**src/rtl/spi_slave_tx.sv**
```systemverilog
// SPI mode-0 slave, MSB first: parallel word out on MISO, MOSI captured to RX_DATA.
// SCK/CSbar/MOSI are oversampled on CLK; only the reset is asynchronous.
module spi_slave_tx #(
  parameter int DATA_W      = 16,
  parameter int SYNC_STAGES = 2
) (
  input  logic              CLK,
  input  logic              RST_n,
  input  logic              SCK,
  input  logic              CSbar,
  input  logic              MOSI,
  output logic              MISO,
  output logic              MISO_OE,
  input  logic [DATA_W-1:0] TX_DATA,
  input  logic              TX_VALID,
  output logic              TX_READY,
  output logic [DATA_W-1:0] RX_DATA,
  output logic              RX_VALID,
  output logic              UNDERRUN,
  output logic              ABORT
);

  localparam int CW = $clog2(DATA_W + 1);

  typedef enum logic [1:0] {
    IDLE  = 2'd0,
    SHIFT = 2'd1,
    TAIL  = 2'd2
  } state_t;

  state_t r_state;
  state_t w_state_nxt;

  logic [SYNC_STAGES-1:0] r_sck_sync;
  logic [SYNC_STAGES-1:0] r_cs_sync;
  logic [SYNC_STAGES-1:0] r_mosi_sync;
  logic                   r_sck_q;
  logic                   r_cs_q;

  logic [DATA_W-1:0] r_hold;
  logic              r_hold_valid;
  logic [DATA_W-1:0] r_shift;
  logic [DATA_W-1:0] r_rx_sh;
  logic [CW-1:0]     r_bit_cnt;

  logic w_sck;
  logic w_cs;
  logic w_mosi;
  logic w_sck_rise;
  logic w_sck_fall;
  logic w_cs_rise;
  logic w_cs_fall;

  logic              w_start;
  logic              w_load;
  logic              w_underrun;
  logic              w_abort;
  logic              w_rx_shift;
  logic              w_rx_done;
  logic              w_tx_shift;
  logic              w_wr;
  logic              w_hold_valid_nxt;
  logic [DATA_W-1:0] w_shift_nxt;
  logic [DATA_W-1:0] w_rx_word;

  assign w_sck  = r_sck_sync[SYNC_STAGES-1];
  assign w_cs   = r_cs_sync[SYNC_STAGES-1];
  assign w_mosi = r_mosi_sync[SYNC_STAGES-1];

  assign w_sck_rise = w_sck & ~r_sck_q;
  assign w_sck_fall = ~w_sck & r_sck_q;
  assign w_cs_rise  = w_cs & ~r_cs_q;
  assign w_cs_fall  = ~w_cs & r_cs_q;

  assign w_wr      = TX_VALID & TX_READY;
  assign w_rx_word = {r_rx_sh[DATA_W-2:0], w_mosi};

  // Pin synchronisers plus previous-value flops for edge detection
  always_ff @(posedge CLK or negedge RST_n) begin
    if (!RST_n) begin
      r_sck_sync  <= '0;
      r_cs_sync   <= '1;
      r_mosi_sync <= '0;
      r_sck_q     <= 1'b0;
      r_cs_q      <= 1'b1;
    end else begin
      r_sck_sync  <= {r_sck_sync[SYNC_STAGES-2:0], SCK};
      r_cs_sync   <= {r_cs_sync[SYNC_STAGES-2:0], CSbar};
      r_mosi_sync <= {r_mosi_sync[SYNC_STAGES-2:0], MOSI};
      r_sck_q     <= w_sck;
      r_cs_q      <= w_cs;
    end
  end

  // FSM state register
  always_ff @(posedge CLK or negedge RST_n) begin
    if (!RST_n) r_state <= IDLE;
    else        r_state <= w_state_nxt;
  end

  // Next state and per-cycle control; cs_rise outranks any SCK edge
  always_comb begin
    w_state_nxt = r_state;
    w_start     = 1'b0;
    w_load      = 1'b0;
    w_underrun  = 1'b0;
    w_abort     = 1'b0;
    w_rx_shift  = 1'b0;
    w_rx_done   = 1'b0;
    w_tx_shift  = 1'b0;
    unique case (r_state)
      IDLE: begin
        if (w_cs_fall) begin
          w_state_nxt = SHIFT;
          w_start     = 1'b1;
          w_load      = r_hold_valid;
          w_underrun  = ~r_hold_valid;
        end
      end
      SHIFT: begin
        if (w_cs_rise) begin
          w_state_nxt = IDLE;
          w_abort     = 1'b1;
        end else if (w_sck_rise) begin
          w_rx_shift = 1'b1;
          if (r_bit_cnt == CW'(DATA_W - 1)) begin
            w_rx_done   = 1'b1;
            w_state_nxt = TAIL;
          end
        end else if (w_sck_fall && r_bit_cnt != '0) begin
          w_tx_shift = 1'b1;
        end
      end
      TAIL: begin
        if (w_cs_rise) w_state_nxt = IDLE;
      end
      default: w_state_nxt = IDLE;
    endcase
  end

  // Next holding-register flag and TX shift contents
  always_comb begin
    w_hold_valid_nxt = r_hold_valid;
    if (w_wr)        w_hold_valid_nxt = 1'b1;
    else if (w_load) w_hold_valid_nxt = 1'b0;
    w_shift_nxt = r_shift;
    if (w_start)
      w_shift_nxt = w_load ? r_hold : '0;
    else if (w_state_nxt == IDLE)
      w_shift_nxt = '0;
    else if (w_tx_shift)
      w_shift_nxt = {r_shift[DATA_W-2:0], 1'b0};
  end

  // Holding register, shift registers, bit counter
  always_ff @(posedge CLK or negedge RST_n) begin
    if (!RST_n) begin
      r_hold       <= '0;
      r_hold_valid <= 1'b0;
      r_shift      <= '0;
      r_rx_sh      <= '0;
      r_bit_cnt    <= '0;
    end else begin
      if (w_wr) r_hold <= TX_DATA;
      r_hold_valid <= w_hold_valid_nxt;
      r_shift      <= w_shift_nxt;
      if (w_start) begin
        r_rx_sh   <= '0;
        r_bit_cnt <= '0;
      end else if (w_rx_shift) begin
        r_rx_sh   <= w_rx_word;
        r_bit_cnt <= r_bit_cnt + 1'b1;
      end
    end
  end

  // Registered outputs and single-cycle status pulses
  always_ff @(posedge CLK or negedge RST_n) begin
    if (!RST_n) begin
      MISO     <= 1'b0;
      MISO_OE  <= 1'b0;
      TX_READY <= 1'b1;
      RX_DATA  <= '0;
      RX_VALID <= 1'b0;
      UNDERRUN <= 1'b0;
      ABORT    <= 1'b0;
    end else begin
      MISO     <= (w_state_nxt == SHIFT) ? w_shift_nxt[DATA_W-1] : 1'b0;
      MISO_OE  <= (w_state_nxt != IDLE);
      TX_READY <= ~w_hold_valid_nxt;
      if (w_rx_done) RX_DATA <= w_rx_word;
      RX_VALID <= w_rx_done;
      UNDERRUN <= w_underrun;
      ABORT    <= w_abort;
    end
  end

endmodule
```
**config.mk**
```make
export PLATFORM = sky130hd
export DESIGN_NAME = spi_slave_tx
export DESIGN_NICKNAME = d
export VERILOG_FILES = /design/src/rtl/spi_slave_tx.sv
export SDC_FILE = /design/constraint.sdc
export NUM_CORES = 1
export LEC_CHECK = 0
export ABC_AREA = 1
export ABC_CLOCK_PERIOD_IN_PS = 2000
export BUFFER_PORTS_ARGS = -buffer_cell sky130_fd_sc_hd__buf_2
export CORE_ASPECT_RATIO = 1.25
export CORE_UTILIZATION = 59
export CTS_BUF_LIST = sky130_fd_sc_hd__clkbuf_8
export DETAILED_ROUTE_END_ITERATION = 16
export PLACE_DENSITY = 0.81
export SLEW_MARGIN = 0
export SYNTH_ARGS = -nofsm -noshare
export SYNTH_HDL_FRONTEND = slang
export SYNTH_SLANG_ARGS = --single-unit
```
**constraint.sdc**
```tcl
create_clock -name CLK -period 2 [get_ports CLK]
set_input_delay 0.2 -clock CLK [delete_from_list [all_inputs] [get_ports CLK]]
set_output_delay 0.2 -clock CLK [all_outputs]
set_load 0.01 [all_outputs]
```
=== After elaboration in Yosys (flattened, before gate mapping) ===
Cells that the tools add are included.

* Register bits: 85
* Logic and storage cells: 78

* Add/subtract/negate cells: 1
* Equal/unequal tests: 4
* Multiplexer cells: 36
* Bitwise operators: 11
* Reductions and logical operators: 7

{| class="wikitable"
|+ Operators with widths
! cell !! count
|-
| $mux W16 || 4
|-
| $mux W15 || 2
|-
| $mux W1 || 22
|-
| $mux W2 || 5
|-
| $mux W5 || 2
|-
| $not A1 Y1 || 6
|-
| $pmux W2 S3 || 1
|-
| $add A5 B1 Y5 const B || 1
|-
| $and A1 B1 Y1 || 5
|-
| $eq A5 B4 Y1 const B || 1
|-
| $reduce_bool A5 Y1 || 1
|-
| $eq A2 B1 Y1 const B || 2
|-
| $logic_not A2 Y1 || 2
|-
| $reduce_bool A2 Y1 || 2
|-
| $reduce_bool A3 Y1 || 1
|-
| $eq A2 B2 Y1 const B || 1
|-
| $logic_and A1 B1 Y1 || 1
|}

=== Logic depth before layout (Yosys ltp) ===
Gate-level depths: netlist of run 1.

* Word-level depth: 11
* Depth in mapped cells: 14

=== Worst setup path before layout of run 1 ===
No wires, ideal clock.

* Kind: reg-to-reg
* Start point: reg r_bit_cnt[0]
* End point: reg r_shift[5]
* Library setup time: 64 ps
* Data arrival time: 1652 ps
* Data required time: 1936 ps
* Setup slack: 284 ps
* Stages on the path, launching flop included: 15
* Path buffers: 1
* Period minus slack after synthesis: 1716 ps
* Cell sequence: dfrtp_1 -> ha_1 -> nand2_1 -> nor2_1 -> ha_1 -> nand3_2 -> nand3_1 -> nand2_2 -> inv_2 -> nand2_4 -> nand2_4 -> nor2_8 -> buf_12 -> nand2_2 -> nand2_2

* Word-level cells in the longest chain between the ends: 8
* Elaborated cells on any way between the ends: 15
* Classes of those cells: eq/ne (1); mux (10); reduce/logical (4)

{| class="wikitable"
|+ Ends and longest elaborated chain
! what !! line !! source
|-
| start: declaration || 44 || <nowiki>logic [CW-1:0] r_bit_cnt;</nowiki>
|-
| start signal: assignment || 172 || <nowiki>r_bit_cnt <= r_bit_cnt + 1'b1;</nowiki>
|-
| $eq A5 B4 Y1 (*) || 126 || <nowiki>if (r_bit_cnt == CW'(DATA_W - 1)) begin</nowiki>
|-
| $mux W2 (*) || 126 ||
|-
| $mux W2 (*) || 124 || <nowiki>end else if (w_sck_rise) begin</nowiki>
|-
| $mux W2 (*) || 121 || <nowiki>if (w_cs_rise) begin</nowiki>
|-
| $pmux W2 S3 (*) || 111 || <nowiki>unique case (r_state)</nowiki>
|-
| named net w_state_nxt[0] || 32 || <nowiki>state_t w_state_nxt;</nowiki>
|-
| $logic_not A2 Y1 (*) || 149 || <nowiki>else if (w_state_nxt == IDLE)</nowiki>
|-
| $mux W16 || 149 ||
|-
| $mux W16 || 147 || <nowiki>if (w_start)</nowiki>
|-
| end signal: assignment || 166 || <nowiki>r_shift <= w_shift_nxt;</nowiki>
|-
| end: declaration || 42 || <nowiki>logic [DATA_W-1:0] r_shift;</nowiki>
|}

Mark *: on every way through the listed nets, which the timed path passes. The rest lies on a longest branch.
A chain may end at the register's enable or synchronous reset.

=== Worst setup path after layout of run 1 ===
* Start point: reg r_bit_cnt[0]
* End point: reg r_shift[14]

* Word-level cells in the longest chain between the ends: 8
* Elaborated cells on any way between the ends: 15
* Classes of those cells: eq/ne (1); mux (10); reduce/logical (4)

{| class="wikitable"
|+ Ends and longest elaborated chain
! what !! line
|-
| $eq A5 B4 Y1 || 126
|-
| $mux W2 || 126
|-
| $mux W2 || 124
|-
| $mux W2 || 121
|-
| $pmux W2 S3 || 111
|-
| $logic_not A2 Y1 || 149
|-
| $mux W16 || 149
|-
| $mux W16 || 147
|}

Several ways; a longest one is shown, not always the timed one.

==> impl_results.md, run 1 <==
* CP Buf/Inv Count at 0
* CP Cell Sequence: ha_1, nand2_1, nor2_1, ha_2, nand3_4, nor2_8, nor2_2, nand2_4, nand2_4, nor2_4, nand2_2, nand2_2
* PortBufs at 43
* Unrepaired setup endpoints after global routing: true
* Core Util, Final at 0.712
* Synth cell types at 24
* Crit-path slowest cell: dfrtp_1
* Gr ovfl total at 0
* Crit path time final at 1890 ps
* Core ar. at 0.00544 mm^2
* Most used flip-flop cell after synthesis: dfrtp_1
* Hold slack at 73.6 ps
* Initial drt markers at 97
* Non-filler cells, final at 418
* Num CTS Buffers at 9
* Worst skew pair latency at 350 ps
* Share of layout cells above drive strength 1 at 0.331
* Final worst path period share at 0.943
* Async S/R FF share, synth at 1.00
* Vias per std cell at 5.25
* Hpwl dp at 3840 um
* Total Wirelength at ~5700 um
* Vias post-DR at 2194
* Initial antenna violation count at 0
* Peak supply drop at 0.620 mV
* # IOs at 44
* Placed cells at 396
* Overall Power at about 3.9 mW
* Cells after synthesis at about 300
* DR WL/cell at 13.7 um
* Clk sinks at 85
* First-pass GRT wire length at 9690 um
* Startpoint Class: flop
* Synthesis-to-finish area growth at 15.5%
* Clock skew after layout at 7.27 ps
* Final hold viol count at 0
* Vias in the first global route at 2273
* Clock-pin slew on the worst setup and hold paths at 80 ps
* Pre-CTS setup slack at 35.8 ps
* Top cells by count, synth: dfrtp_1 (81), nand2_1 (50), inv_1 (28)
* Pleak at around 2.0 nW
* CP Capture Type: flop
* Area occupied by registers at 0.00213 mm^2
* Critical path type: reg -> reg
* Most area-consuming cells after synthesis: dfrtp_1 (60%), nand2_1 (5.6%), mux2_2 (5.4%)
* Seq/Total Area, Yosys at 0.635
* Starting Density at 0.617
* Die area at between 0.005 and 0.006 mm^2
* Gr usage total at 0.214
* Multi-input gate area at between 0.001 and 0.0015 mm^2
* # diodes at 0
* Post-route antenna net violation count at 0
* Slew headroom at 0.539
* Final #Nets at 374
* Number of synthesized flops with an enable pin at 0
* Yosys top cell by area: dfrtp_1
* Max_cap viols at 0
* Avg Cell Area, Syn at 11.4 um^2
* Clock buffer depth at 2
* Fillers at slightly above 400
* Worst-Margin Slew at 690 ps
* Maximum fanout along the worst path at 7
* Mapped cell area at 0.00336 mm^2
* Peak Freq at 0.530 GHz
* Required time worst endpoint at 2290 ps
* Setup violations, final at 0
* Die width at just under 70 um
* DRC errors left at 0
* Min-delay worst type: in -> reg
* Synth warn at 0
* DIE HEIGHT at 86.3 um
* Root buffer cell: clkbuf_8
* Worst EP arrival at approximately 2200 ps
* Count leader, synth: dfrtp_1
* CTS tree: yes
* Syn nets at 320
* Yosys reg bits at 85
* Worst path max stage delay at 380 ps
* Routability cong. at 0.760
* Slew Viols, Final at 0
* Synth top area share at 0.604
* Outcome: finished clean
* Final Worst Setup Slack at 115 ps
* Htree depth at 3
* PwrDens at roughly 1000 mW/mm^2
* Drt first pass iters at 4
* # rows at 30
* Largest net degree at the start of global routing at 35
* Crit-path leading delay family: simple AND/OR/NAND/NOR gates
-- sequential cells by signal, summed over array words and instances, names as in the netlist --
signal,flops
r_rx_sh,15
MISO,1
RX_VALID,1
r_cs_sync,2
TX_READY,1
r_cs_q,1
r_sck_q,1
r_hold,16
r_shift,16
MISO_OE,1
r_sck_sync,2
ABORT,1
RX_DATA,16
r_bit_cnt,5
r_state,2
r_mosi_sync,2
r_hold_valid,1
UNDERRUN,1
-- power by group --
group	switching (mW)	leakage (nW)	internal (mW)
registers	0.161	1.11	2.01
logic	0.347	0.761	0.308
clock network	0.557	0.104	0.500
-- placed cells by master, fill, tap and decap left out --
cell | netlist | layout
o21ai_0 | 22 | 22
buf_12 | 1 | 1
o22ai_1 | 14 | 14
dfstp_2 | 4 | 4
nor2_1 | 9 | 9
dfrtp_1 | 81 | 81
clkinvlp_4 | 0 | 2
nor2_4 | 2 | 3
inv_2 | 5 | 5
buf_4 | 1 | 4
ha_2 | 0 | 1
clkbuf_8 | 0 | 11
nand3_4 | 0 | 1
nor2_2 | 5 | 5
nand2_2 | 15 | 15
nand2_1 | 50 | 50
a21oi_1 | 3 | 3
inv_1 | 28 | 31
mux2_2 | 16 | 16
dlygate4sd3_1 | 0 | 4
nand2_4 | 4 | 4
ha_1 | 3 | 2
nor2_8 | 2 | 2
buf_2 | 5 | 42
a22oi_1 | 14 | 14
nand3_1 | 6 | 6
nand4_1 | 1 | 1
clkinv_2 | 0 | 1
-- per-layer routing --
layer,up-vias,part of all wire,wire (um),GRT usage
met5,-,0,0,0
met4,0,0.018,101,0.0909
met3,9,0.038,216,0.0709
met2,48,0.53,3010,0.387
met1,1060,0.42,2380,0.229
li1,1077,-,-,-
-- worst register-to-register path: cells and delay by family (launching register included) --
family,cells,cell delay (ps)
simple gates,10,1070
flops,1,380
fa+ha+maj,2,380
-- stage by stage --
stage          setup TNS, ps  area [um^2]
5_1_grt                -76.7         3880
6_report                   0         3880
3_5_place_dp               0         3630
4_1_cts                    0         3840
3_3_place_gp               0         3630
2_1_floorplan              0         3360
-- cells by family after synthesis --
logic type / share of synthesized area
adder cells (fa/ha/maj): 0.0112
AO/OA/AOI/OAI: 0.0947
AND/OR/NAND/NOR: 0.149
multiplexers: 0.0537
buffers and inverters: 0.0559
flip-flops: 0.635
-- area by class of cell --
cell class | count | area share
clock buffers | 11 | 0.0391
clock inverters | 5 | 0.00516
inverters | 33 | 0.0329
multi-input cells | 168 | 0.273
flip-flops and latches | 85 | 0.550
well taps | 64 | 0.0207
repair buffers | 51 | 0.0775
repair inverters | 1 | 0.00194
-- what timing repair did --
| action | in CTS | in global routing |
|---|---|---|
| gates resized for setup | 0 | 4 |
| hold endpoints to repair | 30 | 0 |
| setup buffers | 0 | 0 |
| hold buffers | 4 | 0 |
| setup endpoints to repair | 0 | 23 |
-- worst paths after layout --
| check | end | depth (start not counted) | start | slack, ps |
|---|---|---|---|---|
| setup / recovery | r_shift[14]$_DFFE_PN0P_ | 12 | r_bit_cnt[0]$_DFFE_PN0P_ | 110 |
| hold / removal | r_hold[13]$_DFFE_PN0P_ | 2 | TX_DATA[13] | 70 |
| setup reg to reg | r_shift[14]$_DFFE_PN0P_ | 12 | r_bit_cnt[0]$_DFFE_PN0P_ | 110 |
| hold reg to reg | r_sck_sync[1]$_DFF_PN0_ | 0 | r_sck_sync[0]$_DFF_PN0_ | 360 |
| max in group asynchronous | r_cs_q$_DFF_PN1_ | 3 | RST_n | 1010 |
| min in group asynchronous | RX_DATA[15]$_DFFE_PN0P_ | 2 | RST_n | 320 |
Note: power is estimated with default switching activity, not from simulation.
==> run 2: changes to the inputs <==
--- a/config.mk
+++ b/config.mk
@@ -8,11 +8,12 @@
 export ABC_AREA = 1
 export ABC_CLOCK_PERIOD_IN_PS = 2000
 export BUFFER_PORTS_ARGS = -buffer_cell sky130_fd_sc_hd__buf_2
+export CAP_MARGIN = 20
 export CORE_ASPECT_RATIO = 1.25
 export CORE_UTILIZATION = 59
 export CTS_BUF_LIST = sky130_fd_sc_hd__clkbuf_8
 export DETAILED_ROUTE_END_ITERATION = 16
-export PLACE_DENSITY = 0.81
+export PLACE_DENSITY = 0.85
 export SLEW_MARGIN = 0
 export SYNTH_ARGS = -nofsm -noshare
 export SYNTH_HDL_FRONTEND = slang
==> run 2 against run 1 <==
- utilization is 0.55 points higher
- global-route usage shrank 0.18 points
- design area rose by 0.77%
- via count grew 1.7%
- total power increased by 2.0%
- combinational power fell by 0.6%
- flip-flop and latch count unchanged
- routed wire length fell by 0.16%
- first-iteration DRC count grew 12%
- die area did not move
- non-clock buffer count is the same
- largest power group unchanged
==> impl_results.md, run 2 (synthesized netlist as in run 1, its figures left out) <==
* Commonest cells after routing, fill and taps aside: dfrtp_1 (81), nand2_1 (50), buf_2 (42), inv_1 (27), o21ai_0 (22) (was dfrtp_1 (81), nand2_1 (50), buf_2 (42), inv_1 (31), o21ai_0 (22))
* Core ar. at 0.00544 mm^2 (unchanged)
* Outcome: finished clean (unchanged)
* Vias post-DR at 2231 (was 2194)
* Initial drt markers at 109 (was 97)
* Setup violations, final at 0 (unchanged)
* Num CTS Buffers at 9 (unchanged)
* Vias per std cell at 5.34 (was 5.25)
* Synthesis-to-finish area growth at 16.4% (was 15.5%)
* Worst-Margin Slew at 686 ps (was 690 ps)
* Top flop regs: RX_DATA (16), r_hold (16), r_shift (16) (unchanged)
* Multi-input gate area at 0.00106 mm^2 (about the same)
* Min-delay worst type: in -> reg (unchanged)
* Max_cap viols at 0 (unchanged)
* Clock share of power at 0.289 (was 0.272)
* Htree depth at 3 (unchanged)
* Slew headroom at 0.541 (was 0.539)
* Peak supply drop at 0.739 mV (was 0.620 mV)
* CP Capture Type: flop (unchanged)
* Area occupied by registers at 0.00213 mm^2 (unchanged)
* Slew Viols, Final at 0 (unchanged)
* Pleak at 1.98 nW (about the same)
* Setup tns final at 0 ps (unchanged)
* DRC errors left at 0 (unchanged)
* Total Wirelength at 5700 um (was 5710 um)
* DR WL/cell at 13.6 um (was 13.7 um)
* Post-route antenna net violation count at 0 (unchanged)
* Routability cong. at 0.780 (was 0.760)
* # IOs at 44 (unchanged)
* Hpwl dp at 3840 um (about the same)
* Clock skew after layout at 8.59 ps (was 7.27 ps)
* # diodes at 0 (unchanged)
* Most common cell after layout, fill and taps aside: dfrtp_1 (unchanged)
* CTS tree: yes (unchanged)
* Root buffer cell: clkbuf_8 (unchanged)
* Comb power frac at 0.164 (was 0.169)
* Largest net degree at the start of global routing at 47 (was 35)
* Final #Nets at 374 (unchanged)
* Clock buffer depth at 2 (unchanged)
* Placed cell area at 0.00362 mm^2 (was 0.00363 mm^2)
* Sw Ratio at 0.268 (was 0.274)
* Peak Freq at 0.536 GHz (was 0.530 GHz)
* Maximum fanout along the worst path at 7 (unchanged)
* Drt first pass iters at 4 (unchanged)
* Worst EP arrival at 2150 ps (was 2180 ps)
* Required time worst endpoint at 2280 ps (was 2290 ps)
* Startpoint Class: flop (unchanged)
* Unrepaired setup endpoints after global routing: false (was true)
* Post-route cell area at 0.00391 mm^2 (was 0.00388 mm^2)
* Final hold viol count at 0 (unchanged)
* Die area at 0.00600 mm^2 (unchanged)
* Share of layout cells above drive strength 1 at 0.345 (was 0.331)
* Fillers at 392 (was 410)
* Reg power frac at 0.547 (was 0.559)
* Worst skew pair latency at 350 ps (about the same)
* P_int at 2.90 mW (was 2.82 mW)
* Final worst path period share at 0.933 (was 0.943)
* Crit path time final at 1870 ps (was 1890 ps)
* Clock-pin slew on the worst setup and hold paths at 80 ps (about the same)
* Gr usage total at 0.212 (was 0.214)
* Sw power at 1.06 mW (was 1.07 mW)
* PortBufs at 43 (unchanged)
* Gr ovfl total at 0 (unchanged)
* # rows at 30 (unchanged)
* Clk sinks at 85 (unchanged)
* Initial antenna violation count at 0 (unchanged)
* First-pass GRT wire length at 9810 um (was 9690 um)
* Die width at 69.5 um (unchanged)
* PwrDens at 1010 mW/mm^2 (was 1000 mW/mm^2)
* Starting Density at 0.617 (unchanged)
* DIE HEIGHT at 86.3 um (unchanged)
* Vias in the first global route at 2220 (was 2273)
* Critical path type: reg -> reg (unchanged)
-- run 2: final timing paths --
kind	start	to	slack, ps	cells after the start
max	r_bit_cnt[0]$_DFFE_PN0P_	r_shift[5]$_DFFE_PN0P_	130	12
min	TX_DATA[11]	r_hold[11]$_DFFE_PN0P_	80	2
max reg2reg	r_bit_cnt[0]$_DFFE_PN0P_	r_shift[5]$_DFFE_PN0P_	130	12
min reg2reg	r_cs_sync[0]$_DFF_PN1_	r_cs_sync[1]$_DFF_PN1_	360	0
max in group asynchronous	RST_n	TX_READY$_DFF_PN1_	940	3
min in group asynchronous	RST_n	RX_DATA[15]$_DFFE_PN0P_	370	2
-- run 2: layout make-up --
type,instances,share of cell area
repair buffers,51,0.0769
multi-input cells,168,0.272
inverters,33,0.0327
well taps,64,0.0205
flip-flops and latches,85,0.546
clock inverters,3,0.00448
repair inverters,1,0.00192
clock buffers,13,0.0458
-- run 2: per-layer routing --
layer  routed length [um]  track usage  vias up
li1                     -            -     1074
met2                 2970        0.374       52
met5                    0            0        -
met4                   75       0.0983        0
met3                  219       0.0512        8
met1                 2430        0.246     1097
-- run 2: timing repair --
item                                    4_1_cts  5_1_grt
endpoints found under the setup margin        0       31
hold endpoints to repair                     39        0
resized for setup                             0        5
setup buffers                                 0        2
hold buffers                                  4        0
-- run 2: metrics by stage --
step / instances / setup slack (ps) / hold WS [ps] / utilization / power (mW)
after floorplan: 295 / 284 / -95.6 / - / 2.66
after global placement: 394 / 146 / 197 / 0.665 / 2.79
after detailed placement: 394 / 30.8 / 203 / 0.665 / 2.84
after CTS: 414 / 9.10 / 65.7 / 0.708 / 3.99
after global routing: 418 / 11.9 / 73.4 / 0.718 / 4.17
final: 418 / 133 / 78.3 / 0.718 / 3.96
-- run 2: worst max-delay path, stage by stage (launching register included) --
cell and delay [ps]:
dfrtp_1 380, ha_1 180, nand2_1 70, nor2_1 110
ha_2 200, nand3_4 100, nor2_8 140, nor2_2 70
nand2_4 90, nand2_4 80, nor2_4 250, nand2_2 80
nand2_2 60
-- run 2: power by group through the flow --
stage	logic, mW	registers, mW	clock network [mW]
4_1_cts	0.650	2.17	1.17
6_report	0.651	2.17	1.14
3_3_place_gp	0.605	2.19	0
3_5_place_dp	0.642	2.20	0
5_1_grt	0.729	2.20	1.24
2_1_floorplan	0.495	2.17	0
==> run 3: changes to the inputs <==
--- a/config.mk
+++ b/config.mk
@@ -10,9 +10,12 @@
 export BUFFER_PORTS_ARGS = -buffer_cell sky130_fd_sc_hd__buf_2
 export CAP_MARGIN = 20
 export CORE_ASPECT_RATIO = 1.25
+export CORE_MARGIN = 4
 export CORE_UTILIZATION = 59
 export CTS_BUF_LIST = sky130_fd_sc_hd__clkbuf_8
 export DETAILED_ROUTE_END_ITERATION = 16
+export HOLD_SLACK_MARGIN = 0.06
+export MAX_ROUTING_LAYER = met4
 export PLACE_DENSITY = 0.85
 export SLEW_MARGIN = 0
 export SYNTH_ARGS = -nofsm -noshare
==> run 3 against run 2 <==
- count of clock-buffer cells in the layout decreased by 3
- maximum frequency is 0.39% higher
- final cell count is 0.72% higher
- critical path depth is the same
- clock skew is 1.6 ps higher
- worst setup slack better by 7.2 ps
==> impl_results.md, run 3 (synthesized netlist as in run 1, its figures left out) <==
* Outcome: finished clean (unchanged)
* Hpwl dp at 3920 um (was 3840 um)
* # diodes at 0 (unchanged)
* Clock skew after layout at 10.2 ps (was 8.59 ps)
* Final hold viol count at 0 (unchanged)
* Crit path time final at 1860 ps (was 1870 ps)
* Clock-pin slew on the worst setup and hold paths at 80 ps (about the same)
* Vias post-DR at 2262 (was 2231)
* CP Buf/Inv Count at 0 (unchanged)
* Crit-path leading delay family: simple AND/OR/NAND/NOR gates (unchanged)
* Hold slack at 71.3 ps (was 78.3 ps)
* Drt first pass iters at 4 (unchanged)
* # rows at 30 (unchanged)
* Unrepaired setup endpoints after global routing: false (unchanged)
* Reg power frac at 0.527 (was 0.547)
* Peak supply drop at 0.687 mV (was 0.739 mV)
* DIE HEIGHT at 92.3 um (was 86.3 um)
* PortBufs at 43 (unchanged)
* Htree depth at 3 (unchanged)
* Clock share of power at 0.315 (was 0.289)
* Routability cong. at 0.754 (was 0.780)
* Root buffer cell: clkbuf_8 (unchanged)
* Starting Density at 0.612 (was 0.617)
* CTS tree: yes (unchanged)
* Synthesis-to-finish area growth at 17.9% (was 16.4%)
* Critical path type: reg -> reg (unchanged)
* DR WL/cell at 13.7 um (was 13.6 um)
* CP Capture Type: flop (unchanged)
* Final #Nets at 377 (was 374)
* Clk sinks at 85 (unchanged)
* Setup violations, final at 0 (unchanged)
* Worst skew pair latency at 350 ps (about the same)
* Startpoint Class: flop (unchanged)
* Placed cells at 396 (was 394)
* Core ar. at 0.00548 mm^2 (was 0.00544 mm^2)
* Core Util, Final at 0.722 (was 0.718)
* Initial drt markers at 122 (was 109)
* Most common cell after layout, fill and taps aside: dfrtp_1 (unchanged)
* Slew Viols, Final at 0 (unchanged)
* First-pass GRT wire length at 9820 um (was 9810 um)
* Slew headroom at 0.551 (was 0.541)
* Die width at 75.5 um (was 69.5 um)
* Required time worst endpoint at 2290 ps (was 2280 ps)
* Worst path max stage delay at 380 ps (about the same)
* Sw power at 1.07 mW (was 1.06 mW)
* Setup tns final at 0 ps (unchanged)
* Top flop regs: RX_DATA (16), r_hold (16), r_shift (16) (unchanged)
* Non-filler cells, final at 421 (was 418)
* DRC errors left at 0 (unchanged)
* PwrDens at 1040 mW/mm^2 (was 1010 mW/mm^2)
* Comb power frac at 0.158 (was 0.164)
* Worst-Margin Slew at 672 ps (was 686 ps)
* Commonest cells after routing, fill and taps aside: dfrtp_1 (81), nand2_1 (50), buf_2 (42), inv_1 (29), o21ai_0 (22) (was dfrtp_1 (81), nand2_1 (50), buf_2 (42), inv_1 (27), o21ai_0 (22))
* Min-delay worst type: in -> reg (unchanged)
* Vias in the first global route at 2282 (was 2220)
* Sw Ratio at 0.260 (was 0.268)
* Share of layout cells above drive strength 1 at 0.339 (was 0.345)
* Maximum fanout along the worst path at 7 (unchanged)
* Peak Freq at 0.538 GHz (was 0.536 GHz)
* # IOs at 44 (unchanged)
* Max_cap viols at 0 (unchanged)
* P_int at 3.05 mW (was 2.90 mW)
* Crit-path slowest cell: dfrtp_1 (unchanged)
* Most frequent CP cell: nand2_1
* Clock buffer depth at 2 (unchanged)
* Post-route antenna net violation count at 0 (unchanged)
* Die area at 0.00697 mm^2 (was 0.00600 mm^2)
* Total Wirelength at 5750 um (was 5700 um)
* Gr ovfl total at 0 (unchanged)
* CP Cell Sequence: ha_2, nand2_1, nor2_2, ha_2, nand3_4, nor2_8, nor2_2, nand2_4, nand2_4, nor2_4, nand2_1, nand2_1 (was ha_1, nand2_1, nor2_1, ha_2, nand3_4, nor2_8, nor2_2, nand2_4, nand2_4, nor2_4, nand2_2, nand2_2)
* Pleak at 2.00 nW (was 1.98 nW)
* Initial antenna violation count at 0 (unchanged)
* Largest net degree at the start of global routing at 58 (was 47)
* Final worst path period share at 0.930 (was 0.933)
* Vias per std cell at 5.37 (was 5.34)
* Placed cell area at 0.00363 mm^2 (was 0.00362 mm^2)
* Worst EP arrival at 2150 ps (about the same)
* Post-route cell area at 0.00396 mm^2 (was 0.00391 mm^2)
* Gr usage total at 0.190 (was 0.212)
* Num CTS Buffers at 9 (unchanged)
[run 3: cell count changes in the layout (fill, tap and decap cells not counted), moves of 2 or more]
cell and change:
clkbuf_8 -3, inv_1 +2, bufinv_16 +2, dlygate4sd3_1 +3
[run 3: metrics by stage]
stage          setup WS [ps]  total power [mW]
2_1_floorplan            284              2.66
3_3_place_gp             146              2.80
3_5_place_dp            38.5              2.84
4_1_cts                 24.4              4.14
5_1_grt                 24.7              4.34
6_report                 140              4.12
[run 3: worst register-to-register path, delay by kind of cell, from the launching register on]
family,cells,cell delay [ps]
adders and majority gates,2,380
DFF,1,380
and+or+nand+nor,10,1040
[run 3: power groups by stage]
stage	clock network [mW]	logic (mW)	registers [mW]
floorplan	0	0.495	2.17
global placement	0	0.612	2.19
detailed placement	0	0.639	2.20
CTS	1.32	0.652	2.17
global route	1.40	0.735	2.21
finish	1.30	0.649	2.17
[run 3: path summary, 6_finish.rpt]
kind / startpoint / endpoint / slack [ps] / depth (start not counted)
setup / recovery: r_bit_cnt[1]$_DFFE_PN0P_ / r_shift[3]$_DFFE_PN0P_ / 140 / 12
hold / removal: TX_DATA[7] / r_hold[7]$_DFFE_PN0P_ / 70 / 2
setup reg to reg: r_bit_cnt[1]$_DFFE_PN0P_ / r_shift[3]$_DFFE_PN0P_ / 140 / 12
hold reg to reg: r_sck_sync[0]$_DFF_PN0_ / r_sck_sync[1]$_DFF_PN0_ / 350 / 0
max in group asynchronous: RST_n / r_cs_q$_DFF_PN1_ / 1030 / 3
min in group asynchronous: RST_n / r_hold[2]$_DFFE_PN0P_ / 300 / 2
[run 3: timing repair]
item | 4_1_cts | 5_1_grt
setup endpoints to repair | 0 | 31
hold buffers | 7 | 0
endpoints found under the hold margin | 34 | 0
setup buffers | 0 | 0
gates resized for setup | 0 | 6
[run 3: layer usage]
layer	vias to the layer above	global-route usage	share of wire
li1	1082	-	-
met1	1115	0.214	0.40
met2	54	0.317	0.53
met3	11	0.0456	0.047
met4	0	0.0787	0.023
met5	-	-	0
[run 3: final cells by class]
cell class                 instances  area (um^2)
sequential                        85         2130
fill                             380         1520
multi-input combinational        168         1060
timing repair buffer              54          330
clock buffer                      10          138
inverter                          33          128
clock inverter                     6         80.1
tap                               64         80.1
timing repair inverter             1         7.51
